`src/rtl/dmem_access_unit.sv`:
```
// Data-memory access unit: req/ack handshake to word memory with byte-lane steering and load
// extension. Define DMEM_MISALIGN_TRAP_EN to abort misaligned H/HU/W accesses without a bus cycle.
module dmem_access_unit #(
    parameter int unsigned AW      = 30,
    parameter int unsigned TIMEOUT = 255
) (
    input  logic          clk,
    input  logic          rst,
    input  logic          cpu_re,
    input  logic          cpu_we,
    input  logic [31:0]   cpu_addr,
    input  logic [31:0]   cpu_wdata,
    input  logic [2:0]    cpu_dmtype,
    output logic [31:0]   cpu_rdata,
    output logic          cpu_ready,
    output logic          busy,
    output logic          err,
    output logic          mem_req,
    output logic          mem_we,
    output logic [AW-1:0] mem_addr,
    output logic [3:0]    mem_be,
    output logic [31:0]   mem_wdata,
    input  logic          mem_ack,
    input  logic [31:0]   mem_rdata
);

    typedef enum logic [1:0] {StIdle, StReq, StResp} state_t;

    localparam logic [2:0] DmH  = 3'b001;
    localparam logic [2:0] DmHu = 3'b010;
    localparam logic [2:0] DmB  = 3'b011;
    localparam logic [2:0] DmBu = 3'b100;
    // The counter holds the number of REQ cycles already spent, so abort on the last one.
    localparam logic [7:0] TimeoutLast = 8'(TIMEOUT - 1);

    state_t      state;
    logic [7:0]  cnt;
    logic [2:0]  dmtype_q;
    logic [1:0]  off_q;
    logic [3:0]  lane_be;
    logic [31:0] lane_wdata;
    logic [7:0]  ld_byte;
    logic [15:0] ld_half;
    logic [31:0] ld_data;
    logic        misalign;

    assign busy = (state != StIdle);

    always_comb begin
        lane_be    = 4'b1111;
        lane_wdata = cpu_wdata;
        case (cpu_dmtype)
            DmB, DmBu: begin
                lane_be    = 4'b0001 << cpu_addr[1:0];
                lane_wdata = {4{cpu_wdata[7:0]}};
            end
            DmH, DmHu: begin
                lane_be    = cpu_addr[1] ? 4'b1100 : 4'b0011;
                lane_wdata = {2{cpu_wdata[15:0]}};
            end
            default: ;
        endcase
    end

`ifdef DMEM_MISALIGN_TRAP_EN
    always_comb begin
        case (cpu_dmtype)
            DmB, DmBu: misalign = 1'b0;
            DmH, DmHu: misalign = cpu_addr[0];
            default:   misalign = |cpu_addr[1:0];
        endcase
    end
`else
    assign misalign = 1'b0;
`endif

    always_comb begin
        case (off_q)
            2'd0:    ld_byte = mem_rdata[7:0];
            2'd1:    ld_byte = mem_rdata[15:8];
            2'd2:    ld_byte = mem_rdata[23:16];
            default: ld_byte = mem_rdata[31:24];
        endcase
        ld_half = off_q[1] ? mem_rdata[31:16] : mem_rdata[15:0];
        case (dmtype_q)
            DmB:     ld_data = {{24{ld_byte[7]}}, ld_byte};
            DmBu:    ld_data = {24'd0, ld_byte};
            DmH:     ld_data = {{16{ld_half[15]}}, ld_half};
            DmHu:    ld_data = {16'd0, ld_half};
            default: ld_data = mem_rdata;
        endcase
    end

    always_ff @(posedge clk or negedge rst) begin
        if (!rst) begin
            state     <= StIdle;
            cnt       <= 8'd0;
            dmtype_q  <= 3'd0;
            off_q     <= 2'd0;
            cpu_rdata <= 32'd0;
            cpu_ready <= 1'b0;
            err       <= 1'b0;
            mem_req   <= 1'b0;
            mem_we    <= 1'b0;
            mem_addr  <= '0;
            mem_be    <= 4'd0;
            mem_wdata <= 32'd0;
        end else begin
            cpu_ready <= 1'b0;
            err       <= 1'b0;
            case (state)
                StIdle: begin
                    if (cpu_we || cpu_re) begin
                        dmtype_q <= cpu_dmtype;
                        off_q    <= cpu_addr[1:0];
                        if (misalign) begin
                            state     <= StResp;
                            cpu_ready <= 1'b1;
                            err       <= 1'b1;
                        end else begin
                            state     <= StReq;
                            mem_req   <= 1'b1;
                            mem_we    <= cpu_we;
                            mem_addr  <= cpu_addr[AW+1:2];
                            mem_be    <= cpu_we ? lane_be : 4'b1111;
                            mem_wdata <= cpu_we ? lane_wdata : 32'd0;
                        end
                    end
                end
                StReq: begin
                    if (mem_ack || (cnt == TimeoutLast)) begin
                        state     <= StResp;
                        cpu_ready <= 1'b1;
                        err       <= !mem_ack;
                        cpu_rdata <= (mem_ack && !mem_we) ? ld_data : 32'd0;
                        cnt       <= 8'd0;
                        mem_req   <= 1'b0;
                        mem_we    <= 1'b0;
                        mem_addr  <= '0;
                        mem_be    <= 4'd0;
                        mem_wdata <= 32'd0;
                    end else begin
                        cnt <= cnt + 8'd1;
                    end
                end
                StResp: begin
                    state     <= StIdle;
                    cnt       <= 8'd0;
                    cpu_rdata <= 32'd0;
                end
                default: state <= StIdle;
            endcase
        end
    end

endmodule
```
`config.mk`:
```
export PLATFORM = sky130hd
export DESIGN_NAME = dmem_access_unit
export DESIGN_NICKNAME = d
export VERILOG_FILES = /design/src/rtl/dmem_access_unit.sv
export SDC_FILE = /design/constraint.sdc
export NUM_CORES = 1
export LEC_CHECK = 0
export BUFFER_PORTS_ARGS = -buffer_cell sky130_fd_sc_hd__buf_4
export CORE_ASPECT_RATIO = 0.6
export CORE_UTILIZATION = 30
export DETAILED_ROUTE_END_ITERATION = 6
export GPL_ROUTABILITY_DRIVEN = 1
export SLEW_MARGIN = 20
export SYNTH_ARGS = -nofsm -noshare
export SYNTH_HDL_FRONTEND = slang
export SYNTH_SLANG_ARGS = --single-unit
```
`constraint.sdc`:
```
create_clock -name clk -period 1.78 [get_ports clk]
set_input_delay 0.178 -clock clk [delete_from_list [all_inputs] [get_ports clk]]
set_output_delay 0.178 -clock clk [all_outputs]
set_load 0.1 [all_outputs]
```
# Word level (Yosys, flattened, before mapping)
# Index checks and enable logic that the tools add are counted.
[word_totals] mem_bits_ro=0 inputBits=104 elab_cells=79 register_bits=117 output_inout_bits=103 latchBits=0 mem_bits_rw=0 memories=0
[op_classes] mux=34 magnitude_cmp=0 add_sub_neg=1 eq_ne=15 n_bitwise=0 n_reduce_logical=16 mul=0 div_mod_pow=0 shift=1
[op_table] operator="32-bit case mux with 2 select lines" n=3
[op_table] operator="32-bit 2-to-1 mux" n=5
[op_table] operator="32-bit case mux with 4 select lines" n=1
[op_table] operator="30-bit 2-to-1 mux" n=2
[op_table] operator="30-bit case mux with 2 select lines" n=1
[op_table] operator="8-bit case mux with 3 select lines" n=1
[op_table] operator="16-bit 2-to-1 mux" n=1
[op_table] operator="4-bit 2-to-1 mux" n=4
[op_table] operator="4-bit case mux with 2 select lines" n=2
[op_table] operator="8-bit case mux with 2 select lines" n=1
[op_table] operator="3-bit by 2-bit == test with 1-bit output, second input constant" n=4
[op_table] operator="8-bit by 1-bit adder with 8-bit output, second input constant" n=1
[op_table] operator="8-bit == test, second input constant" n=1
[op_table] operator="8-bit 2-to-1 mux" n=1
[op_table] operator="1-bit 2-to-1 mux" n=7
[op_table] operator="3-bit by 1-bit == test with 1-bit output, second input constant" n=2
[op_table] operator="3-bit == test, second input constant" n=2
[op_table] operator="2-bit AND reduction" n=3
[op_table] operator="2-bit nonzero test" n=3
[op_table] operator="2-bit by 1-bit == test with 1-bit output, second input constant" n=2
[op_table] operator="2-bit == test, second input constant" n=2
[op_table] operator="2-bit logical NOT" n=2
[op_table] operator="2-bit 2-to-1 mux" n=2
[op_table] operator="2-bit != test, second input constant" n=2
[op_table] operator="other kinds (8)" n=12

# Depth between registers and ports, before layout
# Gate-level depths: netlist (run 1).
[logic_depth] ltp_word=6 depth_mapped=8 mapped_depth_nobuf=6

# Worst setup path after synthesis (run 1)
# OpenSTA, ideal clock, no wires.
[synth_path] path_type="flip-flop to flip-flop" start="register state[0]" end="register mem_wdata[24]" synth_period_minus_slack_ps=2111 setup_time_ps=122 path_buffers=1 path_slack_ps=-331 stages_incl_launch_ff=7 t_arrival_ps=1989 t_required_ps=1658 path_cell_list="dfrtp_1 -> inv_1 -> ha_1 -> inv_1 -> nor2_1 -> clkbuf_1 -> a22o_1"
[synth_via] elab_chain_len=3 elab_cells_between_ends=7 cone_classes="eq/ne: 3; mux: 1; reduce/logical: 3"
[synth_lines] element="start, declared" line="36" text="state_t state;"
[synth_lines] element="start signal, assigned" line="96" text="state <= StIdle;"
[synth_lines] element="start signal, assigned" line="117" text="state <= StResp;"
[synth_lines] element="start signal, assigned" line="121" text="state <= StReq;"
[synth_lines] element="2-bit by 1-bit == test with 1-bit output / 2-bit logical NOT (equally long branches)" line="111" text="case (state)"
[synth_lines] element="2-bit != test (no source line) / 2-bit nonzero test (equally long branches)"
[synth_lines] element="3-bit AND reduction (no source line)"
[synth_lines] element="end signal, assigned" line="126" text="mem_wdata <= cpu_we ? lane_wdata : 32'd0;"
[synth_lines] element="end, declared" line="22" text="output logic [31:0] mem_wdata,"
# Parallel ways exist; a longest one is shown, timed or not.
# A chain may end at the register's enable or synchronous reset.

# Final worst setup path (run 1)
[layout_path] start="register cnt[1]" end="register mem_addr[4]"
[layout_via] elab_chain_len=4
[layout_lines] element="start, declared" line="37" text="logic [7:0] cnt;"
[layout_lines] element="start signal, assigned" line="143" text="cnt <= cnt + 8'd1;"
[layout_lines] element="8-bit == test" line="131" text="if (mem_ack || (cnt == TimeoutLast)) begin"
[layout_lines] element="1-bit logical OR" line="131"
[layout_lines] element="2-bit != test (no source line)"
[layout_lines] element="3-bit AND reduction (no source line)"
[layout_lines] element="end signal, assigned" line="124" text="mem_addr <= cpu_addr[AW+1:2];"
[layout_lines] element="end, declared" line="20" text="output logic [AW-1:0] mem_addr,"
# No other way between the ends.

==> impl_metrics.csv, run 1 <==
group,metric,value,unit
status,outcome,"complete, but fails checks",
status,violations,"setup timing",
critical_path,crit_path_start_kind,"register",
drt,vias,6007,
grt,grt_overflow,0,
drt,wl_met1,11.1,mm
drt,wl_per_cell,18.8,microns
critical_path,r2r_slack,-90,ps
clock_tree,clkTransAtPathRegs,60,ps
timing,slew_headroom,0.501,
synthesis,postSynthAreaPerCell,10.7,sq um
timing,fin_skew,9.65,ps
grt,grt_max_degree,51,
drt,dr.pass1.iters,6,
grt,antenna_found_initial,0,
timing,hold_slack,35.6,ps
final_layout,antenna_cells,0,
timing,max_freq,0.534,GHz
drt,wl,21.8,mm
clock_tree,cts_tree,"built",
critical_path,rr_endpoint,"mem_addr[4]",
drt,top_layer_used,"met4",
die,start_util,0.312,
clock_tree,clkSinkCount,117,
die,die_h,118,microns
die,die_x,195,microns
grt,grt_usage,0.186,
synthesis,synth_edf_count,0,
grt,grt_pass1_vias,5665,
die,coreArea,0.0214,sq mm
critical_path,worstSetupEndpointType,"register",
timing,post-route-min-period,1870,ps
final_layout,fin_nets,980,
synthesis,async_flop_share,1.00,
drt,drtAntennaViolNets,0,
die,io-pin-count,207,
run,maxCapViolCount,0,
worst_hold_path,hold_class,"in -> reg",
timing,setup_viol,43,
clock_tree,cts_inserted_buffers,17,
final_layout,area_growth,49.5,%
synthesis,synth_area,0.00669,sq mm
die,num_rows,41,
placement,dp_slack,-119,ps
drt,first_iter_violations,409,
final_layout,layout-drive-gt1-share,0.460,
synthesis,synth_flop_cell,"dfrtp_1",
critical_path,r2r_start,"cnt[1]",
clock_tree,clockBufferDepth,2,
synthesis,yosysWarnings,0,
critical_path,worstPathRequired,2080,ps
synthesis,ys_types,59,
critical_path,cp_max_fo,29,
critical_path,worstSetupStartpoint,"cnt[1]",
timing,grt_setup_unrepaired,"true",
synthesis,ys_seq_elements,117,
drt,routed-wl-met2,8.78,mm
grt,grt_pass1_wl,33.1,mm
timing,worst_pin_slew,747,ps
clock_tree,h-tree-depth,4,
clock_tree,root_buffer,"clkbuf_16",
critical_path,r2r_cells,6,
timing,hold_viol,0,
timing,fin_crit_sh,1.05,
timing,worst_slack,-93.0,ps
synthesis,synth_nets,733,
drt,route.met3.wl,1.84,mm
clock_tree,clk_latency,420,ps
critical_path,crit_type,"reg -> reg",
drt,drc,0,
critical_path,endpoint,"mem_addr[4]",
placement,dp_hpwl,15.8,mm
placement,gp_congestion,0.828,
critical_path,cp.arrival,2170,ps
drt,viasPerCell,5.17,
synthesis,netlist_instances,624,
die,dieArea,0.0229,sq mm
final_layout,fillers,1996,
synthesis,yosysSeqAreaShare,0.438,
timing,finalMaxSlewViolations,0,
placement,io_buffer_count,206,
[state kept, by name, indices dropped and copies added (netlist names)]
| name | cells |
|---|---|
| mem_addr | 30 |
| state | 2 |
| dmtype_q | 3 |
| mem_req | 1 |
| err | 1 |
| cnt | 8 |
| cpu_rdata | 32 |
| mem_be | 4 |
| mem_we | 1 |
| off_q | 2 |
| mem_wdata | 32 |
| cpu_ready | 1 |
[cells in the mapped netlist, types with 5 or more instances]
library cell / n / area, sq um
nand2_1: 21 / 78.8
a22o_1: 24 / 210
o211ai_1: 15 / 113
buf_6: 7 / 78.8
nand2b_1: 8 / 50.1
ha_1: 5 / 62.6
a22oi_1: 6 / 45.0
o2bb2ai_1: 39 / 342
a21o_1: 8 / 60.1
mux4_2: 8 / 180
mux2i_1: 26 / 260
buf_2: 13 / 65.1
o221ai_1: 8 / 70.1
nor2_1: 45 / 169
mux2_2: 40 / 450
and3b_1: 15 / 131
o21bai_1: 15 / 113
nor2b_1: 38 / 238
nand3b_1: 5 / 37.5
a21oi_1: 21 / 105
inv_1: 9 / 33.8
clkbuf_1: 26 / 97.6
nand3_1: 7 / 35.0
o21a_1: 5 / 37.5
nor3_1: 5 / 25.0
or3_1: 7 / 43.8
dfrtp_1: 117 / 2930
o21ai_0: 25 / 125
[through the flow]
stage / instance area, sq um / util / TNS (ps) / std cells
global placement: 8900 / 0.415 / -2630 / 1114
finish: 10000 / 0.466 / -2920 / 1161
CTS: 9620 / 0.448 / -2980 / 1150
global route: 10000 / 0.466 / -6880 / 1161
floorplan: 6740 / - / -679 / 624
detailed placement: 8900 / 0.415 / -5090 / 1114
[layout make-up]
cell class / instances / area, sq um / share of cell area
Tap cell: 279 / 349 / 0.0349
Clock inverter: 8 / 124 / 0.0124
Inverter: 9 / 37.5 / 0.00375
Timing Repair Buffer: 279 / 2350 / 0.235
Clock buffer: 22 / 484 / 0.0484
Multi-Input combinational cell: 447 / 3720 / 0.372
Sequential cell: 117 / 2930 / 0.293
[layout by cell type, fill, tap and decap left out, types with 5 or more instances in the layout]
| cell | instances |
|---|---|
| nand3b_1 | 5 |
| a22o_1 | 24 |
| nor2b_1 | 38 |
| nand2b_1 | 8 |
| clkbuf_16 | 20 |
| o2bb2ai_2 | 20 |
| buf_6 | 7 |
| nor2_1 | 43 |
| and3b_1 | 15 |
| dfrtp_1 | 113 |
| a21oi_1 | 21 |
| mux2_2 | 35 |
| mux2i_1 | 26 |
| o21ai_0 | 25 |
| mux4_2 | 8 |
| buf_4 | 252 |
| o2bb2ai_1 | 18 |
| a22oi_1 | 6 |
| o221ai_1 | 5 |
| mux2_4 | 5 |
| a21o_1 | 8 |
| buf_12 | 11 |
| nand2_1 | 21 |
| o21bai_1 | 15 |
| or3_1 | 7 |
| nand3_1 | 7 |
| o211ai_1 | 15 |
[worst max-delay path, stage by stage (launching register included)]
cell and delay [ps]:
dfrtp_1 410, ha_4 160, and3_4 140, a211o_4 340
o211ai_4 100, buf_12 220, mux2_2 360
[kinds of logic after synthesis]
logic type,after synthesis,share of synthesized area
AOI/OAI and AO/OA,190,0.217
adders and majority gates,5,0.00935
buffers and inverters,60,0.0462
DFF,117,0.438
and+or+nand+nor,169,0.144
xor gates and xnor gates,7,0.00917
muxes,76,0.137
[timing repair]
action / 4_1_cts / 5_1_grt
gates cloned: 1 / 4
hold buffers: 4 / 0
pin swaps: 0 / 13
hold endpoints to repair: 120 / 0
resized for setup: 7 / 45
setup endpoints to repair: 96 / 97
setup buffers: 1 / 7
[layer usage]
layer,GRT usage,vias up
met5,0,-
met4,0.0369,0
met3,0.0636,12
met2,0.246,212
met1,0.285,2957
li1,-,2826
[worst min path at each step]
stage	start	cells past startpoint	slack, ps	endpoint
3_5_place_dp	rst	1	50	cpu_rdata[1]
6_report	cpu_wdata[3]	2	40	mem_wdata[3]
3_3_place_gp	rst	1	50	cpu_rdata[14]
2_1_floorplan	rst	0	-120	cnt[0]
4_1_cts	cpu_wdata[3]	2	10	mem_wdata[3]
5_1_grt	cpu_wdata[3]	2	30	mem_wdata[3]
Power of run 1 is not shown: default switching activity piles up to over one toggle a cycle in this logic, so the estimate is an artifact.
==> run 2, diff against run 1 <==
--- a/config.mk
+++ b/config.mk
@@ -11,4 +11,5 @@
 export DETAILED_ROUTE_END_ITERATION = 6
 export GPL_ROUTABILITY_DRIVEN = 1
+export GPL_TIMING_DRIVEN = 0
 export SLEW_MARGIN = 20
 export SYNTH_ARGS = -nofsm -noshare
==> constraint.sdc (replaced) <==
create_clock -name clk -period 1.78 [get_ports clk]
set_input_delay 0.089 -clock clk [delete_from_list [all_inputs] [get_ports clk]]
set_output_delay 0.089 -clock clk [all_outputs]
set_load 0.1 [all_outputs]
==> run 2 against run 1 <==
Compared with the run above:
- clock-buffer cell count decreased by 4
- highest routed layer unchanged
- maximum frequency decreased by 4.1%
- core utilization increased by 2.5 points
- the flow still finishes with violations (setup timing)
- worst setup slack got worse by 80 ps
- sequential share of layout area decreased by 1.5 points
- via count increased by 4.9%
==> impl_metrics.csv, run 2 (synthesized netlist as in run 1, its figures left out) <==
group,metric,value,unit
drt,wl_per_cell,19.9,microns
clock_tree,cts_inserted_buffers,17,
critical_path,cp_slowest_cell,"dfrtp_1",
clock_tree,h-tree-depth,4,
timing,finalMaxSlewViolations,0,
critical_path,path_cells,"inv_2 > ha_4 > and3_4 > a211o_4 > o211ai_4 > buf_12 > buf_8 > mux2_4",
placement,io_buffer_count,206,
clock_tree,clk_latency,420,ps
drt,dr.pass1.iters,5,
die,die_h,118,microns
timing,grt_setup_unrepaired,"true",
final_layout,fillers,1966,
grt,met1_usage,0.320,
final_layout,antenna_cells,0,
grt,grt_max_degree,91,
timing,max_freq,0.512,GHz
final_layout,seqCellArea,0.00293,sq mm
drt,drtAntennaViolNets,0,
critical_path,cp_max_fo,6,
critical_path,worstPathRequired,2080,ps
drt,viasPerCell,5.19,
worst_hold_path,holdPathStages,3,
drt,wl,24.2,mm
clock_tree,root_buffer,"clkbuf_16",
grt,grt_pass1_wl,36.7,mm
die,num_rows,41,
critical_path,worstSetupEndpointType,"register",
timing,hold_viol,0,
final_layout,layout_common_cells,"buf_4 (218), dfrtp_1 (116), dlygate4sd3_1 (45)",
status,outcome,"complete, but fails checks",
placement,dp_hpwl,16.7,mm
grt,grt_busiest_layer,"met1",
final_layout,fin_area,0.0105,sq mm
grt,grt_overflow,0,
placement,gp_congestion,0.889,
timing,post-route-min-period,1950,ps
critical_path,r2r_cells,8,
final_layout,mostFrequentLayoutCell,"buf_4",
clock_tree,clkSinkCount,117,
final_layout,area_growth,57.4,%
final_layout,top_regs,"cpu_rdata: 32 flops, mem_wdata: 32 flops, mem_addr: 30 flops",
grt,antenna_found_initial,0,
die,io-pin-count,207,
die,die_x,195,microns
placement,dpl_cell_area,0.00867,sq mm
timing,setup_viol,87,
drt,drc,0,
grt,grt_usage,0.208,
grt,use_met3,0.0711,
timing,fin_crit_sh,1.10,
drt,first_iter_violations,337,
timing,worst_slack,-173,ps
timing,worst_pin_slew,761,ps
critical_path,cp_slowest_stage_delay,360,ps
die,dieArea,0.0229,sq mm
drt,vias,6304,
final_layout,multi_input_area,0.00383,sq mm
final_layout,fin_nets,1032,
critical_path,cp.arrival,2250,ps
clock_tree,clockBufferDepth,2,
clock_tree,cts_tree,"built",
timing,slew_headroom,0.492,
run,maxCapViolCount,0,
clock_tree,clkTransAtPathRegs,60,ps
die,coreArea,0.0214,sq mm
grt,met2_usage,0.274,
grt,grt_pass1_vias,6054,
critical_path,crit_path_start_kind,"register",
critical_path,crit_type,"reg -> reg",
worst_hold_path,hold_class,"in -> reg",
final_layout,layout-drive-gt1-share,0.436,
timing,fin_skew,10.6,ps
die,start_util,0.312,
status,violations,"setup timing",
-- run 2: cell count changes in the layout (fill, tap and decap cells not counted), sizes merged --
cell | previous run | this run
clkbuf | 25 | 46
buf | 271 | 258
bufinv | 3 | 2
clkinv | 3 | 7
bufbuf | 1 | 0
inv | 8 | 10
clkinvlp | 3 | 4
dlygate4sd3 | 4 | 45
-- run 2: routing by layer --
layer	share of wire	wire length [microns]
met5	0	0
met4	0.0083	200
met3	0.085	2070
met2	0.40	9600
met1	0.51	12400
-- run 2: final timing paths --
check | startpoint | end | slack, ps
min in group asynchronous | rst | cpu_rdata[13] | 110
min reg2reg | cpu_rdata[22] | cpu_rdata[22] | 490
max reg2reg | cnt[0] | mem_addr[23] | -170
max in group asynchronous | rst | mem_we | 920
max | cnt[0] | mem_addr[23] | -170
min | mem_rdata[21] | cpu_rdata[21] | 20
-- run 2: timing repair --
item	4_1_cts	5_1_grt
hold endpoints to repair	161	0
hold buffers	45	0
pin swaps	17	10
resized for setup	53	73
endpoints found under the setup margin	96	100
buffers inserted	10	9
gates cloned	7	3
-- run 2: final cells by class --
class                           count  share of cell area
Buffer                             51              0.0352
Clock buffer                       18              0.0417
Clock inverter                     14              0.0146
Inverter                            9             0.00357
Multi-Input combinational cell    447               0.364
Sequential cell                   117               0.278
Tap cell                          279              0.0332
Timing Repair Buffer              280               0.230
-- run 2: worst max-delay path, delay by kind of cell, from the launching register on --
kind | cells | cell delay [ps]
flops | 1 | 360
compound gates | 2 | 470
fa+ha+maj | 1 | 150
mux | 1 | 310
simple gates | 1 | 150
buf+inv | 3 | 390
-- run 2: metrics by stage --
step / utilization / worst slack (ps) / setup TNS [ps] / std cells / hold WS [ps]
2_1_floorplan: - / -26.0 / -679 / 624 / -207
3_3_place_gp: 0.403 / -268 / -12270 / 1109 / 349
6_report: 0.491 / -173 / -6850 / 1215 / 17.7
3_5_place_dp: 0.405 / -283 / -13580 / 1110 / -43.7
5_1_grt: 0.491 / -199 / -10610 / 1215 / 4.32
4_1_cts: 0.472 / -155 / -6620 / 1204 / 0.0602
Power of run 2 is left out for the same reason.
==> run 3, diff against run 2 <==
- SKIP_CTS_REPAIR_TIMING: unset -> 1
==> run 3 against run 2 <==
Compared with the run above:
- the flow still finishes with violations (setup timing)
- clock skew hardly changed
- via count is 2.1% lower
- cell area is 2.6% lower
- sequential cell count stayed put
- largest cell class unchanged
- highest routed layer unchanged
- clock-buffer cell count stayed put
- final cell count is 2.0% lower
- maximum frequency is 1.0% lower
==> impl_metrics.csv, run 3 (synthesized netlist as in run 1, its figures left out) <==
group,metric,value,unit
status,outcome,"complete, but fails checks",
status,violations,"setup timing",
critical_path,worstSetupStartpoint,"cnt[0]",
clock_tree,root_buffer,"clkbuf_16",
final_layout,fillers,1998,
timing,fin_skew,10.4,ps
critical_path,r2r_cells,8,
critical_path,worstSetupEndpointType,"register",
grt,grt_pass1_wl,34.8,mm
timing,slew_headroom,0.449,
grt,grt_usage,0.198,
die,num_rows,41,
drt,dr.pass1.iters,5,
clock_tree,clkSinkCount,117,
die,die_x,195,microns
final_layout,mostFrequentLayoutCell,"buf_4",
grt,grt_overflow,0,
drt,drtAntennaViolNets,0,
critical_path,crit_type,"reg -> reg",
timing,worst_pin_slew,825,ps
critical_path,endpoint,"mem_addr[12]",
critical_path,cp_slowest_stage_delay,380,ps
final_layout,layout_common_cells,"buf_4 (216), dfrtp_1 (116), nor2_1 (44)",
critical_path,cpLargestDelayFamily,"compound AO/OA/AOI/OAI gates",
grt,grt_max_degree,91,
placement,gp_congestion,0.889,
timing,worst_slack,-193,ps
critical_path,r2r_slack,-190,ps
final_layout,antenna_cells,0,
final_layout,fin_nets,1008,
timing,finalMaxSlewViolations,0,
placement,dpl_cell_area,0.00867,sq mm
final_layout,multi_input_area,0.00377,sq mm
clock_tree,h-tree-depth,4,
placement,io_buffer_count,206,
critical_path,crit_path_start_kind,"register",
critical_path,worst-path-buf-inv,3,
drt,wl_per_cell,20.0,microns
grt,antenna_found_initial,0,
timing,timing.setup.tns,-8440,ps
timing,grt_setup_unrepaired,"true",
grt,grt_pass1_vias,5719,
worst_hold_path,hold_class,"in -> reg",
critical_path,cp.depth,8,
clock_tree,clk_latency,420,ps
timing,setup_viol,66,
die,coreArea,0.0214,sq mm
drt,wl,23.8,mm
die,dieArea,0.0229,sq mm
critical_path,cp.arrival,2270,ps
drt,drc,0,
critical_path,cp_max_fo,6,
timing,max_freq,0.507,GHz
final_layout,layout-drive-gt1-share,0.429,
clock_tree,clkTransAtPathRegs,60,ps
drt,viasPerCell,5.18,
final_layout,top_regs,"cpu_rdata: 32 flops, mem_wdata: 32 flops, mem_addr: 30 flops",
die,io-pin-count,207,
final_layout,fin_area,0.0103,sq mm
die,start_util,0.312,
drt,first_iter_violations,444,
run,maxCapViolCount,0,
clock_tree,cts_inserted_buffers,17,
critical_path,path_cells,"inv_2 > ha_4 > and3_4 > a211o_4 > o211ai_4 > buf_12 > clkbuf_16 > mux2_4",
final_layout,seqCellArea,0.00293,sq mm
final_layout,final_core_util,0.478,
timing,post-route-min-period,1970,ps
final_layout,area_growth,53.3,%
critical_path,cp_slowest_cell,"dfrtp_1",
timing,fin_crit_sh,1.11,
critical_path,rr_endpoint,"mem_addr[12]",
die,die_h,118,microns
clock_tree,clockBufferDepth,2,
placement,dp_hpwl,16.7,mm
clock_tree,cts_tree,"built",
critical_path,worstPathRequired,2080,ps
critical_path,r2r_start,"cnt[0]",
drt,vias,6172,
timing,hold_viol,0,
[run 3: changes by cell type in the layout (fill, tap and decap cells not counted), moves of 2 or more]
cell           delta
clkbuf_16         +5
buf_12            -2
o2bb2ai_2        -11
mux2_4            -4
buf_16            -2
buf_4             -2
buf_6             -5
o2bb2ai_1        +11
dlygate4sd3_1    -17
mux2_2            +3
[run 3: layout make-up]
type,count,area share
inverters,9,0.00366
plain buffers,50,0.0365
multi-input cells,447,0.368
clock inverters,14,0.0150
clock buffers,18,0.0428
well taps,279,0.0340
flip-flops and latches,117,0.286
repair buffers,257,0.214
[run 3: stage by stage]
stage	setup slack (ps)	instances	hold slack, ps
after global routing	-229	1191	1.62
after detailed placement	-283	1110	-43.7
after CTS	-298	1142	-512
final	-193	1191	1.30
after floorplan	-26.0	624	-207
after global placement	-268	1109	349
[run 3: worst min-delay path, stage by stage]
cell       delay (ps)
buf_4             110
a221oi_1           80
o2bb2ai_2         100
[run 3: worst min path at each step]
stage | start | endpoint | cells after the start | slack, ps
final | cpu_wdata[14] | mem_wdata[14] | 3 | 1
after detailed placement | rst | cpu_rdata[13] | 1 | -40
after floorplan | rst | cnt[0] | 0 | -210
after global routing | cpu_wdata[14] | mem_wdata[14] | 3 | 2
after global placement | mem_ack | err | 2 | 350
after CTS | rst | cpu_rdata[13] | 1 | -510
[run 3: per-layer routing]
| layer | part of all wire | wire, microns | GRT usage |
|---|---|---|---|
| met2 | 0.40 | 9400 | 0.254 |
| met1 | 0.51 | 12200 | 0.307 |
| met4 | 0.0064 | 151 | 0.0399 |
| met3 | 0.086 | 2040 | 0.0711 |
| met5 | 0 | 0 | 0 |
Power of run 3 is left out for the same reason.
